===== src/rtl/data_cache.sv =====
// Direct-mapped, write-through, no-write-allocate data cache with one-word lines.
// Optional hit/miss counters are compiled in when DATA_CACHE_STATS_EN is defined.
module data_cache #(
    parameter int DATA_WIDTH    = 32,
    parameter int ADDRESS_WIDTH = 32,
    parameter int SETS          = 16
) (
    input  logic                     clk,
    input  logic                     rst,
    input  logic                     req,
    input  logic                     we,
    input  logic [ADDRESS_WIDTH-1:0] a,
    input  logic [DATA_WIDTH-1:0]    wd,
    output logic [DATA_WIDTH-1:0]    rd,
    output logic                     stall,
    output logic                     mem_req,
    output logic                     mem_we,
    output logic [ADDRESS_WIDTH-1:0] mem_a,
    output logic [DATA_WIDTH-1:0]    mem_wd,
    input  logic [DATA_WIDTH-1:0]    mem_rd,
    input  logic                     mem_ack
`ifdef DATA_CACHE_STATS_EN
    ,
    output logic [31:0]              hit_count,
    output logic [31:0]              miss_count
`endif
);

    localparam int IW = $clog2(SETS);
    localparam int TW = ADDRESS_WIDTH - 2 - IW;

    typedef enum logic [1:0] {IDLE, FILL, WRITE, DONE} state_t;

    state_t                     state_q, state_d;
    logic [SETS-1:0]            valid_q;
    logic [TW-1:0]              tag_q  [SETS];
    logic [DATA_WIDTH-1:0]      data_q [SETS];
    logic                       mem_req_q, mem_we_q;
    logic [ADDRESS_WIDTH-1:0]   mem_a_q;
    logic [DATA_WIDTH-1:0]      mem_wd_q;

    logic [IW-1:0]              idx;
    logic [TW-1:0]              tag;
    logic                       hit, ack, issue;
    logic                       addr_unused;

    assign idx         = a[IW+1:2];
    assign tag         = a[ADDRESS_WIDTH-1:IW+2];
    assign hit         = valid_q[idx] && (tag_q[idx] == tag);
    assign ack         = mem_ack && mem_req_q;
    assign addr_unused = ^a[1:0];

    always_comb begin
        state_d = state_q;
        stall   = 1'b0;
        rd      = '0;
        issue   = 1'b0;
        case (state_q)
            IDLE: begin
                if (req) begin
                    if (we) begin
                        stall   = 1'b1;
                        issue   = 1'b1;
                        state_d = WRITE;
                    end else if (hit) begin
                        rd = data_q[idx];
                    end else begin
                        stall   = 1'b1;
                        issue   = 1'b1;
                        state_d = FILL;
                    end
                end
            end
            FILL, WRITE: begin
                stall = 1'b1;
                if (ack) state_d = DONE;
            end
            DONE: begin
                if (req && !we) rd = data_q[idx];
                state_d = IDLE;
            end
            default: state_d = IDLE;
        endcase
    end

    always_ff @(posedge clk or negedge rst) begin
        if (!rst) begin
            state_q   <= IDLE;
            valid_q   <= '0;
            mem_req_q <= 1'b0;
            mem_we_q  <= 1'b0;
            mem_a_q   <= '0;
            mem_wd_q  <= '0;
        end else begin
            state_q <= state_d;
            if (state_q == FILL && ack) valid_q[idx] <= 1'b1;
            // Bus outputs are captured at issue so they stay stable until the ack.
            if (issue) begin
                mem_req_q <= 1'b1;
                mem_we_q  <= we;
                mem_a_q   <= {a[ADDRESS_WIDTH-1:2], 2'b00};
                if (we) mem_wd_q <= wd;
            end else if (ack) begin
                mem_req_q <= 1'b0;
                mem_we_q  <= 1'b0;
            end
        end
    end

    // Store hits refresh the line only once memory has accepted the write.
    always_ff @(posedge clk) begin
        if (state_q == FILL && ack) begin
            data_q[idx] <= mem_rd;
            tag_q[idx]  <= tag;
        end else if (state_q == WRITE && ack && hit) begin
            data_q[idx] <= wd;
        end
    end

    assign mem_req = mem_req_q;
    assign mem_we  = mem_we_q;
    assign mem_a   = mem_a_q;
    assign mem_wd  = mem_wd_q;

`ifdef DATA_CACHE_STATS_EN
    logic [31:0] hit_count_q, miss_count_q;

    always_ff @(posedge clk or negedge rst) begin
        if (!rst) begin
            hit_count_q  <= '0;
            miss_count_q <= '0;
        end else if (state_q == IDLE && req && !we) begin
            if (hit) begin
                if (hit_count_q != 32'hFFFF_FFFF) hit_count_q <= hit_count_q + 32'd1;
            end else begin
                if (miss_count_q != 32'hFFFF_FFFF) miss_count_q <= miss_count_q + 32'd1;
            end
        end
    end

    assign hit_count  = hit_count_q;
    assign miss_count = miss_count_q;
`endif

endmodule

===== config.mk =====
export PLATFORM = sky130hd
export DESIGN_NAME = data_cache
export DESIGN_NICKNAME = d
export VERILOG_FILES = /design/src/rtl/data_cache.sv
export SDC_FILE = /design/constraint.sdc
export NUM_CORES = 1
export LEC_CHECK = 0
export ABC_AREA = 0
export CORE_MARGIN = 5
export CORE_UTILIZATION = 61
export DETAILED_ROUTE_END_ITERATION = 10
export DONT_BUFFER_PORTS = 1
export GPL_TIMING_DRIVEN = 0
export MAX_ROUTING_LAYER = met4
export PLACE_DENSITY_LB_ADDON = 0.12
export SLEW_MARGIN = 20
export SYNTH_ARGS = -nofsm -noshare
export SYNTH_HDL_FRONTEND = slang
export SYNTH_SLANG_ARGS = --single-unit

===== constraint.sdc =====
create_clock -name clk -period 12.39 [get_ports clk]
set_input_delay 0.6195 -clock clk [delete_from_list [all_inputs] [get_ports clk]]
set_output_delay 0.6195 -clock clk [all_outputs]
set_load 0.05 [all_outputs]

==> reports/qor_table.md <==
| Quantity | Reported | Unit |
| --- | --- | --- |
| Yosys synthesis warning count | 0 | - |
| HPWL after DPL | 65700 | µm |
| Category of the worst setup path launch point | input pin | - |
| Peak Freq | 151 | MHz |
| Combinational share of power | 8.3 | % |
| Worst Setup End Kind | output pin | - |
| Final wirelength | 97200 | µm |
| Clk Tree Root Cell | sky130_fd_sc_hd__clkbuf_16 | - |
| Post-route DRC violation count | 0 | - |
| Nets | 2190 | - |
| Commonest cells after routing, fill and taps aside | sky130_fd_sc_hd__edfxtp_1, sky130_fd_sc_hd__mux4_2, sky130_fd_sc_hd__clkbuf_16 | - |
| Multi-input gate area in the final layout | 9670 | µm² |
| Port Buffer Count | 0 | - |
| Number of setup buffers added after CTS | 0 | - |
| Die Y | 266 | µm |
| Sequential cell area in the final layout | 29900 | µm² |
| Flip-flop and latch count after synthesis | 1010 | - |
| Post-synth top flop | sky130_fd_sc_hd__edfxtp_1 | - |
| Routed WL per cell | 32.0 | µm |
| Count of routing violations after the opening detailed-route iteration | 1985 | - |
| Global-route wire length before repair | 141000 | µm |
| Gp weighted congestion | 0.863 | - |
| Fill count | 4023 | - |
| Pwr per Cell Area | 173 | nW/µm² |
| Start point of the worst min-delay path | a[26] | - |
| Clock period minus final worst setup slack | 6610 | ps |
| Via count of the first global-routing pass | 20700 | - |
| Max-Cap Viols | 0 | - |
| Data arrival at the endpoint of the critical path | 5990 | ps |
| Synth area leader | sky130_fd_sc_hd__edfxtp_1 | - |
| Share of flip-flops with an asynchronous set or reset after synthesis | 8.12 | % |
| Layout cell share with drive strength beyond 1 | 33.3 | % |
| Latest clock arrival within the worst-skew pair | 660 | ps |
| Worst path max stage delay | 1030 | ps |
| P_int | 5.81 | mW |
| Skew final | 23.2 | ps |
| Fin Setup TNS | 0 | ps |
| Number of top-level pins | 200 | - |
| Post-synth EDFFs | 928 | - |
| Launch instance of the worst register-to-register path | tag_q[15][20] | - |
| Die boundary width | 266 | µm |
| Synthesis-to-finish area growth | 14.1 | % |
| Run status | finished, final reports clean | - |
| Clock tree from TritonCTS | built | - |
| Worst max-slew margin expressed relative to the limit | 18.9 | % |
| Pins over their slew limit | 0 | - |
| Portion of the clock cycle consumed by the worst path in the final layout | 53.4 | % |
| Netlist area before placement | 40000 | µm² |
| Hold violation total from the final report | 0 | - |
| Unrepaired setup endpoints after global routing | false | - |
| Worst setup startpoint | a[5] | - |
| Clk pin slew, worst setup/hold paths | 60 | ps |
| Count of mapped cells out of synthesis | 1848 | - |
| Average size of a mapped cell | 21.7 | µm² |
| Global routing usage summed across all routing layers | 28.5 | % |
| Count of unique library cells instantiated by Yosys | 71 | - |
| Worst hold path class | input pin to register | - |
| Most frequent standard cell in the layout excluding fill and tap cells | sky130_fd_sc_hd__edfxtp_1 | - |
| CTS Buf Count | 100 | - |
| Floorplan row count | 94 | - |
| Transition time at the pin with the least slew margin | 1210 | ps |
| H-Tree Depth | 3 | - |
| First-pass iteration count of the detailed router | 7 | - |
| Initial Util | 61.2 | % |
| Slowest stage cell, crit path | sky130_fd_sc_hd__nor2b_1 | - |
| Antenna-violating nets left | 0 | - |
| Grt ovf | 0 | - |
| Number of buffers and inverters on the critical path | 6 | - |
| WS Path Type | input pin to output pin | - |
| Crit-path leading delay family | buffers and inverters | - |
| Cell types occupying the most area after synthesis | sky130_fd_sc_hd__edfxtp_1, sky130_fd_sc_hd__mux4_2, sky130_fd_sc_hd__dfrtp_1 | - |
| Final setup fails | 0 | - |
| Vias per std cell | 6.54 | - |
| CP cell instances | clkbuf_2 > buf_4 > buf_4 > clkbuf_4 > buf_2 > nor2_1 > a2111oi_0 > a31o_2 > o21ai_2 > nor4_4 > a31oi_1 > clkbuf_1 > nor2b_1 | - |
| Biggest fanout along the worst timing path | 10 | - |
| Net switching power of the design | 2.09 | mW |
| Worst ir drop on vdd | 0.000159 | V |
| Clk network pwr share | 36.8 | % |
| Via count | 19900 | - |
| Clk sink count | 1010 | - |
| Leakage component of the power | 15.4 | nW |
| Required @ worst endpoint | 11770 | ps |
| Area share of the leading cell type in the synthesized netlist | 69.6 | % |
| Floorplan core area | 65400 | µm² |
| Post-synthesis sequential area ratio | 74.7 | % |
| Deepest clock path buffer count | 3 | - |
| Switching share of total power | 26.5 | % |
| Maximum number of pins on one net before global-route repair | 83 | - |
| Sequential fraction of design power | 54.9 | % |
| Post-layout power | 7.91 | mW |
| Antenna violations before repair | 2 | - |
| Die footprint | 70800 | µm² |
| Cell mode on critical path | sky130_fd_sc_hd__buf_4 | - |
-- power by group through the flow --
stage,Sequential (mW),Clock (mW),Combinational [mW]
2_1_floorplan,4.38,0,0.462
3_3_place_gp,4.41,0,0.602
3_5_place_dp,4.42,0,0.646
4_1_cts,4.34,2.94,0.658
5_1_grt,4.36,3.11,0.696
6_report,4.34,2.91,0.653
-- sequential cells by signal, summed over array words and instances, names as in the netlist --
register / count
valid_q: 16
state_q: 2
data_q: 512
tag_q: 416
mem_we: 1
mem_wd: 32
mem_req: 1
mem_a: 30
-- routing by layer --
layer / vias to the layer above / global-route usage [%] / share of wire (%)
met5: - / - / 0
met4: 0 / 9.11 / 3.5
met3: 179 / 4.64 / 8.0
met2: 997 / 46.1 / 50
met1: 10500 / 38.2 / 38
li1: 8159 / - / -
-- worst reg2reg max path, stage by stage (launching register included) --
cell	delay (ps)
sky130_fd_sc_hd__edfxtp_1	380
sky130_fd_sc_hd__mux4_2	500
sky130_fd_sc_hd__nand2_1	80
sky130_fd_sc_hd__o21ai_0	110
sky130_fd_sc_hd__a2111oi_0	860
sky130_fd_sc_hd__a31o_2	280
sky130_fd_sc_hd__o21ai_2	70
sky130_fd_sc_hd__nor4_4	580
sky130_fd_sc_hd__a21oi_2	280
sky130_fd_sc_hd__clkbuf_1	360
sky130_fd_sc_hd__nor4_2	560
sky130_fd_sc_hd__buf_2	330
sky130_fd_sc_hd__buf_4	190
sky130_fd_sc_hd__buf_4	160
sky130_fd_sc_hd__buf_2	220
-- through the flow --
stage	hold WS (ps)	setup slack, ps	util, %	area (µm²)	cells
after floorplan	324	5610	-	40000	1849
after global placement	329	343	62.9	41100	2713
after detailed placement	329	5840	64.9	42500	2844
final	56.9	5780	69.8	45700	3039
after CTS	36.5	5840	69.8	45700	3035
after global routing	40.8	5700	69.8	45700	3038
-- cell type report --
cell class                      instances  area share, %
Sequential cell                      1010           65.5
Clock buffer                          133           5.96
Multi-Input combinational cell        728           21.2
Antenna cell                            4         0.0219
Tap cell                              864           2.37
Timing Repair Buffer                  133           2.58
Buffer                                 98           1.34
Inverter                               13          0.107
Clock inverter                         56          0.967
-- path summary, 6_finish.rpt --
path	to	slack, ps	cells after the start
setup / recovery	rd[17]	5780	13
hold / removal	tag_q[8][20]	60	0
setup reg to reg	data_q[15][8]	7150	14
hold reg to reg	valid_q[2]	460	1
max in group asynchronous	mem_a[11]	11440	2
min in group asynchronous	mem_a[20]	550	2
-- synthesized netlist by cell type (all sizes together) (5+ instances only) --
cell and n:
edfxtp 928, mux4 232, mux2 115, mux2i 86, dfrtp 82, buf 58
clkbuf 40, nor2b 37, nand2 26, nor2 20, a22oi 18, xnor2 18
or2 17, o21ai 16, nor3 15, xor2 15, nor4 14, o22ai 14
a21oi 12, inv 12, a221oi 7, nand2b 6, and2 5, ha 5
nand4 5
-- what timing repair did --
action	in CTS	in global routing
endpoints found under the hold margin	82	0
hold buffers	2	0
gates resized for setup	0	0
-- logic make-up (layout without fill, tap and decap cells) --
| family | count (synthesis) | after routing | share of synthesized area, % |
|---|---|---|---|
| AOI/OAI and AO/OA | 96 | 96 | 1.70 |
| and+or+nand+nor | 159 | 159 | 2.28 |
| muxes | 433 | 433 | 18.8 |
| xor gates and xnor gates | 33 | 33 | 0.722 |
| adders and majority gates | 5 | 5 | 0.156 |
| buffers and inverters | 111 | 433 | 1.63 |
| other | 1 | 6 | 0.00937 |
| DFF | 1010 | 1010 | 74.7 |
Power figures use the tool's default switching activity.
